`src/rtl/seq_gen_serial_if.sv`:
```
// Bus between the serial pattern generator and its user.
// The master side programs and starts transfers; the slave side produces the serial stream.
interface seq_gen_serial_if #(
    parameter int MAXLEN = 16,
    parameter int LENW   = 5,
    parameter int CNTW   = 8,
    parameter int GAPW   = 4
);
    logic              start;
    logic [MAXLEN-1:0] pat;
    logic [LENW-1:0]   len;
    logic [CNTW-1:0]   reps;
    logic [GAPW-1:0]   gap;
    logic              stop;
    logic              ser_out;
    logic              ser_vld;
    logic              busy;
    logic              done;
    logic              exp_det;

    modport master (
        output start, pat, len, reps, gap, stop,
        input  ser_out, ser_vld, busy, done, exp_det
    );

    modport slave (
        input  start, pat, len, reps, gap, stop,
        output ser_out, ser_vld, busy, done, exp_det
    );
endinterface

```
`src/rtl/seq_gen_serial.sv`:
```
// Serial bit-pattern transmitter: repeats a programmable MSB-first pattern with idle gaps,
// and emits a golden overlapping-101 flag aligned to a Moore detector fed from ser_out.
module seq_gen_serial #(
    parameter int MAXLEN = 16,
    parameter int LENW   = 5,
    parameter int CNTW   = 8,
    parameter int GAPW   = 4
) (
    input logic            clk,
    input logic            rst,
    seq_gen_serial_if.slave bus
);
    typedef enum logic [1:0] {IDLE, SEND, GAP, DONE} state_t;

    state_t            state_r, state_s;
    logic [MAXLEN-1:0] pat_r, pat_s;
    logic [LENW-1:0]   len_r, len_s;
    logic [CNTW-1:0]   reps_r, reps_s;
    logic [GAPW-1:0]   gap_r, gap_s;
    logic [LENW-1:0]   idx_r, idx_s;
    logic [CNTW-1:0]   cnt_r, cnt_s;
    logic [GAPW-1:0]   gcnt_r, gcnt_s;
    logic [LENW-1:0]   bit_sel_s;
    logic              ser_out_s, ser_vld_s, busy_s, done_s;
    logic              ser_out_r, ser_vld_r, busy_r, done_r, exp_det_r;
    logic [1:0]        hist_r;

    // Next-state and next-output logic; outputs are computed for the upcoming cycle and registered.
    always_comb begin
        state_s = state_r;
        pat_s   = pat_r;
        len_s   = len_r;
        reps_s  = reps_r;
        gap_s   = gap_r;
        idx_s   = idx_r;
        cnt_s   = cnt_r;
        gcnt_s  = gcnt_r;
        case (state_r)
            IDLE: begin
                if (bus.start && !bus.stop && (bus.len != '0) && (bus.reps != '0)) begin
                    pat_s   = bus.pat;
                    len_s   = (bus.len > LENW'(MAXLEN)) ? LENW'(MAXLEN) : bus.len;
                    reps_s  = bus.reps;
                    gap_s   = bus.gap;
                    idx_s   = '0;
                    cnt_s   = '0;
                    gcnt_s  = '0;
                    state_s = SEND;
                end else begin
                    state_s = IDLE;
                end
            end
            SEND: begin
                if (bus.stop) begin
                    state_s = IDLE;
                end else if (idx_r == (len_r - LENW'(1))) begin
                    cnt_s = cnt_r + CNTW'(1);
                    idx_s = '0;
                    if (cnt_s == reps_r) begin
                        state_s = DONE;
                    end else if (gap_r == '0) begin
                        state_s = SEND;
                    end else begin
                        state_s = GAP;
                        gcnt_s  = GAPW'(1);
                    end
                end else begin
                    idx_s = idx_r + LENW'(1);
                end
            end
            GAP: begin
                // gcnt_r numbers the gap cycle currently on the wire, starting at 1
                if (bus.stop) begin
                    state_s = IDLE;
                end else if (gcnt_r == gap_r) begin
                    state_s = SEND;
                    idx_s   = '0;
                end else begin
                    gcnt_s = gcnt_r + GAPW'(1);
                end
            end
            DONE: begin
                state_s = IDLE;
            end
            default: begin
                state_s = IDLE;
            end
        endcase

        bit_sel_s = len_s - LENW'(1) - idx_s;
        if (state_s == SEND) begin
            ser_out_s = |(pat_s & (MAXLEN'(1) << bit_sel_s));
        end else begin
            ser_out_s = 1'b0;
        end
        ser_vld_s = (state_s == SEND);
        busy_s    = (state_s == SEND) || (state_s == GAP);
        done_s    = (state_s == DONE);
    end

    // State, shadow, counter, output and history registers.
    always_ff @(posedge clk) begin
        if (rst) begin
            state_r   <= IDLE;
            pat_r     <= '0;
            len_r     <= '0;
            reps_r    <= '0;
            gap_r     <= '0;
            idx_r     <= '0;
            cnt_r     <= '0;
            gcnt_r    <= '0;
            ser_out_r <= 1'b0;
            ser_vld_r <= 1'b0;
            busy_r    <= 1'b0;
            done_r    <= 1'b0;
            exp_det_r <= 1'b0;
            hist_r    <= 2'b00;
        end else begin
            state_r   <= state_s;
            pat_r     <= pat_s;
            len_r     <= len_s;
            reps_r    <= reps_s;
            gap_r     <= gap_s;
            idx_r     <= idx_s;
            cnt_r     <= cnt_s;
            gcnt_r    <= gcnt_s;
            ser_out_r <= ser_out_s;
            ser_vld_r <= ser_vld_s;
            busy_r    <= busy_s;
            done_r    <= done_s;
            exp_det_r <= ({hist_r, ser_out_r} == 3'b101);
            hist_r    <= {hist_r[0], ser_out_r};
        end
    end

    assign bus.ser_out = ser_out_r;
    assign bus.ser_vld = ser_vld_r;
    assign bus.busy    = busy_r;
    assign bus.done    = done_r;
    assign bus.exp_det = exp_det_r;
endmodule
```
`src/flat_wrapper.sv`:
```
// flat-port wrapper written by rule: the top's interface ports become plain ports
module seq_gen_serial_flat 
#(
    parameter int MAXLEN = 16,
    parameter int LENW   = 5,
    parameter int CNTW   = 8,
    parameter int GAPW   = 4
)
  (clk, rst, bus_start, bus_pat, bus_len, bus_reps, bus_gap, bus_stop, bus_ser_out, bus_ser_vld, bus_busy, bus_done, bus_exp_det);
  seq_gen_serial_if #(.MAXLEN(MAXLEN), .LENW(LENW), .CNTW(CNTW), .GAPW(GAPW)) bus_i ();
  input logic clk;
  input logic rst;
  input wire logic [$bits(bus_i.start)-1:0] bus_start;
  input wire logic [$bits(bus_i.pat)-1:0] bus_pat;
  input wire logic [$bits(bus_i.len)-1:0] bus_len;
  input wire logic [$bits(bus_i.reps)-1:0] bus_reps;
  input wire logic [$bits(bus_i.gap)-1:0] bus_gap;
  input wire logic [$bits(bus_i.stop)-1:0] bus_stop;
  output wire logic [$bits(bus_i.ser_out)-1:0] bus_ser_out;
  output wire logic [$bits(bus_i.ser_vld)-1:0] bus_ser_vld;
  output wire logic [$bits(bus_i.busy)-1:0] bus_busy;
  output wire logic [$bits(bus_i.done)-1:0] bus_done;
  output wire logic [$bits(bus_i.exp_det)-1:0] bus_exp_det;
  assign bus_i.start = bus_start;
  assign bus_i.pat = bus_pat;
  assign bus_i.len = bus_len;
  assign bus_i.reps = bus_reps;
  assign bus_i.gap = bus_gap;
  assign bus_i.stop = bus_stop;
  assign bus_ser_out = bus_i.ser_out;
  assign bus_ser_vld = bus_i.ser_vld;
  assign bus_busy = bus_i.busy;
  assign bus_done = bus_i.done;
  assign bus_exp_det = bus_i.exp_det;
  seq_gen_serial #(.MAXLEN(MAXLEN), .LENW(LENW), .CNTW(CNTW), .GAPW(GAPW)) u_core (.clk(clk), .rst(rst), .bus(bus_i));
endmodule
```
`config.mk`:
```
export PLATFORM = sky130hd
export DESIGN_NAME = seq_gen_serial_flat
export DESIGN_NICKNAME = d
export VERILOG_FILES = /design/src/rtl/seq_gen_serial_if.sv /design/src/rtl/seq_gen_serial.sv /design/src/flat_wrapper.sv
export SDC_FILE = /design/constraint.sdc
export NUM_CORES = 1
export LEC_CHECK = 0
export CAP_MARGIN = 20
export CORE_AREA = 2 2 94 96
export DETAILED_ROUTE_END_ITERATION = 6
export DIE_AREA = 0 0 96 98
export PLACE_DENSITY = 0.68
export SLEW_MARGIN = 40
export SYNTH_ARGS = -nofsm -noshare
export SYNTH_HDL_FRONTEND = slang
export SYNTH_SLANG_ARGS = --single-unit
```
`constraint.sdc`:
```
create_clock -name clk -period 5.4 [get_ports clk]
set_clock_uncertainty 0.2 [all_clocks]
set_input_delay 0.54 -clock clk [delete_from_list [all_inputs] [get_ports clk]]
set_output_delay 0.54 -clock clk [all_outputs]
set_load 0.02 [all_outputs]
```
* Word level (Yosys, flattened, before mapping)
Cells that the tools add are included.
** Storage, ports and cells
- Memories kept :: 0
- Bits in read-only memories :: 0
- Bits in registers :: 59
- Logic and storage cells :: 88
- Bits in writable memories :: 0
- Output and inout port bits :: 5
- Bits of input ports :: 37
- Latch bits :: 0
** Cells by class
- Eq/ne operators :: 17
- Bitwise logic cells :: 2
- Multiply operators :: 0
- Shifts and indexed selects :: 1
- Add/subtract/negate cells :: 6
- Div/mod/pow operators :: 0
- Mux-type cells :: 31
- Order comparisons :: 1
- Reductions and logical operators :: 16
** Operators with widths (count)
- $mux 5 :: 8
- $mux 16 :: 2
- $mux 4 :: 7
- $mux 8 :: 3
- $and 16x16->16 :: 1
- $pmux 8 s2 :: 1
- $reduce_or 16->1 :: 1
- $shl 1x5->16 const A :: 1
- $pmux 5 s3 :: 1
- $mux 2 :: 6
- $pmux 4 s3 :: 1
- $ne 2x2->1 const B :: 5
- $sub 5x1->5 const B :: 2
- $add 8x1->8 const B :: 1
- $eq 2x2->1 const B :: 4
- $eq 8x8->1 :: 1
- $pmux 2 s4 :: 1
- $reduce_and 8->1 :: 1
- $reduce_bool 8->1 :: 1
- $add 5x1->5 const B :: 1
- $eq 5x5->1 :: 1
- $gt 5x5->1 const B :: 1
- $reduce_bool 5->1 :: 1
- $sub 5x5->5 :: 1
- other kinds (17) :: 21

* Longest topological paths before layout
- Word-level depth :: 11
- Gate-level depth with buffers :: 20
- Depth with buffers taken out :: 18

* Worst setup path after synthesis
OpenSTA, ideal clock, no wires.
- Kind :: input to register
- From :: in bus_reps[7]
- To :: reg u_core.ser_out_r, in the netlist u_core.bus.ser_out
- Data arrival time :: 4.330 ns
- Cell stages on the path :: 17
- Library setup time :: 0.116 ns
- Data required time :: 5.084 ns
- Buffers on the path :: 3
- Path slack :: 0.754 ns
- Cells stage by stage :: nor4_1 a221oi_2 nand2_1 clkbuf_1 buf_2 nand2_1 o21ai_0 ha_1 inv_1 fa_1 xor2_1 buf_2 mux4_2 o2bb2ai_1 a311oi_1 a21oi_1 and3_1
** On the way
- Word-level cells in the longest chain between the ends :: 9
- Elaborated cells on any way between the ends :: 18
- Classes of those cells :: add/sub (2); eq/ne (1); shift (1); mux (8); bitwise (2); reduce/logical (4)
** RTL lines
- from (decl) :: line flat_wrapper.sv:16 : input wire logic [$bits(bus_i.reps)-1:0] bus_reps;
- $reduce_bool 8->1 :: line seq_gen_serial.sv:40 : if (bus.start && !bus.stop && (bus.len != '0) && (bus.reps != '0)) begin
- $logic_and 1x1->1 :: line seq_gen_serial.sv:40
- $mux 5 :: line seq_gen_serial.sv:40
- $mux 5 :: line seq_gen_serial.sv:38 : case (state_r)
- via u_core.len_s[0] :: line seq_gen_serial.sv:17 : logic [LENW-1:0] len_r, len_s;
- $sub 5x1->5 :: line seq_gen_serial.sv:90 : bit_sel_s = len_s - LENW'(1) - idx_s;
- $sub 5x5->5 :: line seq_gen_serial.sv:90
- $shl 1x5->16 :: line seq_gen_serial.sv:92 : ser_out_s = |(pat_s & (MAXLEN'(1) << bit_sel_s));
- $and 16x16->16 :: line seq_gen_serial.sv:92
- $reduce_or 16->1 :: line seq_gen_serial.sv:92
- to (signal assigned) :: line seq_gen_serial.sv:127 : ser_out_r <= ser_out_s;
- to (decl) :: line seq_gen_serial.sv:25 : logic ser_out_r, ser_vld_r, busy_r, done_r, exp_det_r;
The timed path passes the listed nets, and every way through them passes these cells.
A chain may end at the register's enable or synchronous reset.

* Worst setup path in the final report
- From :: in bus_reps[3]
- To :: reg u_core.ser_out_r, in the netlist u_core.bus.ser_out
Same word-level chain as after synthesis.

==> flow_summary.json <==
{
  "status": "finished clean",
  "reg2reg_slack_ps": 970,
  "cts_sinks": 59,
  "initialDrtViolationCount": 120,
  "rsz0062_at_grt": "false",
  "insertion_delay_ps": 340,
  "grt_pass1_vias": 2721,
  "grt_pass1_wl_mm": 12.7,
  "finalSetupViolCount": 0,
  "crit_path_start": "bus_reps[3]",
  "cts-root-buf": "clkbuf_8",
  "path_clk_slew_ps": 70,
  "synth_edf_count": 0,
  "crit_fanout": 15,
  "pwr-share-seq": 0.399,
  "p_comb_frac": 0.147,
  "postSynthRegisterBits": 59,
  "clockBufferDepth": 2,
  "place_area_um2": 3790,
  "max_freq_mhz": 214,
  "hold_class": "reg -> reg",
  "ir_worst_vdd_mv": 0.147,
  "vias": 2808,
  "diodes": 0,
  "power.switching_uw": 273,
  "synth_cell_types": 55,
  "p_per_area_nw_per_um2": 285,
  "worstPathArrival_ps": 4720,
  "yosys_most_used_dff": "dfxtp_1",
  "leakagePower_nw": 1.62,
  "wl_mm": 7.31,
  "htreeDepth": 3,
  "syn_inst": 382,
  "slew_headroom": 0.554,
  "critPathRequiredTime_ps": 5440,
  "std_cell_rows": 34,
  "yosysWarnings": 0,
  "finalNetCount": 472,
  "syn-cell-area_um2": 3310,
  "hold_buffers": 0,
  "antenna_found_initial": 1,
  "start_util": 0.391,
  "cp-endpoint": "u_core.bus.ser_out",
  "postSynthAreaPerCell_um2": 8.66,
  "detail-route-antenna-nets": 0,
  "path_class": "in -> reg",
  "drive_gt1_frac": 0.0800,
  "setup_tns_ps": 0,
  "die_area_um2": 9410,
  "ff2ff_path_depth": 16,
  "worst-slew-pin-transition_ps": 668,
  "synth_nets": 434,
  "vias_per_cell": 5.27,
  "syn2layout_area_growth_pct": 22.4,
  "drc": 0,
  "start_kind": "primary input",
  "wl_per_cell_um": 13.7,
  "core_um2": 8470,
  "intPower_uw": 879,
  "ios": 42,
  "gp_congestion": 0.829,
  "cap_violations": 0,
  "die_x_um": 96,
  "overflow": 0,
  "clkPwrFrac": 0.454,
  "cts_tree": "done",
  "reg2reg_to": "u_core.bus.ser_out",
  "reg2reg_from": "u_core.state_r[0]",
  "netSwitchingFraction": 0.237,
  "finalCritPeriodShare": 0.866,
  "place_hpwl_mm": 5.37,
  "stdcell_area_um2": 4050,
  "cts_resized": 0,
  "hold_viol_final": 0,
  "drv_slew": 0,
  "die_h_um": 98,
  "async_flop_share": 0,
  "synth_area_leader_cell": "dfxtp_1",
  "synth.area.top_cells": "dfxtp_1 36%, mux2i_1 7.3%, ha_1 5.3%",
  "fin_crit_ps": 4680,
  "port-buffer-count": 41,
  "end_kind": "flop",
  "drt_pre_antenna_iters": 4,
  "fillCellCount": 790,
  "ys_seq_area_frac": 0.357,
  "grt_start_max_net_pins": 58,
  "numCtsBuffers": 9,
  "post-cts-setup-buffer-count": 0,
  "grt_use_total": 0.171,
  "synth_top_area_share": 0.357
}
stage by stage:
step,util,power [mW],hold slack (ps),instances,worst slack [ps]
after floorplan,-,0.579,230,382,754
after global placement,0.447,0.635,240,517,548
after detailed placement,0.447,0.639,244,517,437
after CTS,0.478,1.16,253,533,749
after global routing,0.478,1.21,271,533,475
final,0.478,1.15,250,533,722
worst max-delay path, cell delays in order:
cell,delay (ps)
clkdlybuf4s50_1,420
nor4_1,570
a221oi_2,160
buf_4,230
nand2_1,310
nand2_1,90
o21ai_0,130
ha_1,230
inv_1,60
fa_1,400
xor2_1,200
buf_4,210
mux4_2,510
o2bb2ai_1,140
a311oi_1,250
a21oi_1,80
and3_1,170
cell usage after synthesis, types with 4 or more instances:
| master | number |
|---|---|
| nor4_1 | 4 |
| ha_1 | 14 |
| nand2_1 | 26 |
| xnor2_1 | 15 |
| mux4_2 | 4 |
| dfxtp_1 | 59 |
| nand3_1 | 21 |
| nand2b_1 | 8 |
| nor2_1 | 39 |
| a21oi_1 | 33 |
| o21ai_0 | 14 |
| inv_1 | 16 |
| and2_1 | 5 |
| nor2b_1 | 12 |
| or4_1 | 4 |
| nor3_1 | 7 |
| a21o_1 | 8 |
| xor2_1 | 10 |
| buf_2 | 4 |
| mux2i_1 | 24 |
| clkbuf_1 | 9 |
| or3_1 | 4 |
sequential cells by signal (all words and copies together), names as in the netlist:
signal	count
u_core.bus.busy	1
u_core.bus.done	1
u_core.bus.exp_det	1
u_core.bus.ser_out	1
u_core.bus.ser_vld	1
u_core.cnt_r	8
u_core.gap_r	4
u_core.gcnt_r	4
u_core.hist_r	2
u_core.idx_r	5
u_core.len_r	5
u_core.pat_r	16
u_core.reps_r	8
u_core.state_r	2
layer usage:
metal,track usage,share of wire,up-vias
met3,0.0363,0.036,15
met1,0.221,0.47,1326
met5,0,0.0022,-
li1,-,-,1420
met4,0.0780,0.021,2
met2,0.272,0.47,45
final cells by class:
type / count / area, um2 / share of cell area
timing repair buffer: 45 / 438 / 0.108
tap: 108 / 135 / 0.0334
clock buffer: 12 / 165 / 0.0408
inverter: 16 / 60.1 / 0.0148
sequential: 59 / 1180 / 0.292
multi-input combinational: 289 / 1970 / 0.487
clock inverter: 4 / 95.1 / 0.0235
cell families after synthesis:
kind of cell | count (synthesis) | synth area share
buffers and inverters | 34 | 0.0465
DFF | 59 | 0.357
xor gates and xnor gates | 25 | 0.0662
muxes | 29 | 0.103
AOI/OAI and AO/OA | 76 | 0.148
and+or+nand+nor | 144 | 0.220
adders and majority gates | 15 | 0.0590
cell usage in the layout (no fill, tap or decap), types with 2 or more instances in the layout:
master | synthesis | routed
o21ai_0 | 14 | 14
nand3_1 | 21 | 21
nand2b_1 | 8 | 8
inv_1 | 16 | 16
bufinv_16 | 0 | 3
xor2_1 | 10 | 10
a22oi_1 | 3 | 3
buf_4 | 0 | 5
a21oi_1 | 33 | 33
nand3b_1 | 2 | 2
dfxtp_1 | 59 | 59
or3_1 | 4 | 4
o221ai_1 | 2 | 2
nor3_1 | 7 | 7
nand2_1 | 26 | 26
ha_1 | 14 | 14
nor2_1 | 39 | 39
or2_2 | 2 | 2
a21o_1 | 8 | 8
or4_1 | 4 | 4
nand4_1 | 2 | 2
nor3_2 | 2 | 2
mux4_2 | 4 | 4
nor4_1 | 4 | 4
xnor2_1 | 15 | 15
clkdlybuf4s50_1 | 0 | 40
nor2b_1 | 12 | 12
clkbuf_8 | 0 | 12
and2_1 | 5 | 5
mux2i_1 | 24 | 24
how the worst min path moves through the flow:
| stage | from | to | depth (start not counted) |
|---|---|---|---|
| after floorplan | u_core.hist_r[0] | u_core.hist_r[1] | 1 |
| final | u_core.pat_r[8] | u_core.pat_r[8] | 2 |
| after CTS | u_core.pat_r[8] | u_core.pat_r[8] | 2 |
| after global placement | u_core.pat_r[8] | u_core.pat_r[8] | 2 |
| after global routing | u_core.hist_r[1] | u_core.bus.exp_det | 1 |
| after detailed placement | u_core.pat_r[8] | u_core.pat_r[8] | 2 |
power groups by stage:
| stage | logic [mW] | clock network [mW] | registers (mW) |
|---|---|---|---|
| detailed placement | 0.169 | 0 | 0.470 |
| floorplan | 0.111 | 0 | 0.468 |
| finish | 0.169 | 0.523 | 0.460 |
| global placement | 0.166 | 0 | 0.469 |
| global route | 0.189 | 0.556 | 0.461 |
| CTS | 0.170 | 0.532 | 0.460 |
(Power assumes the default switching activity.)
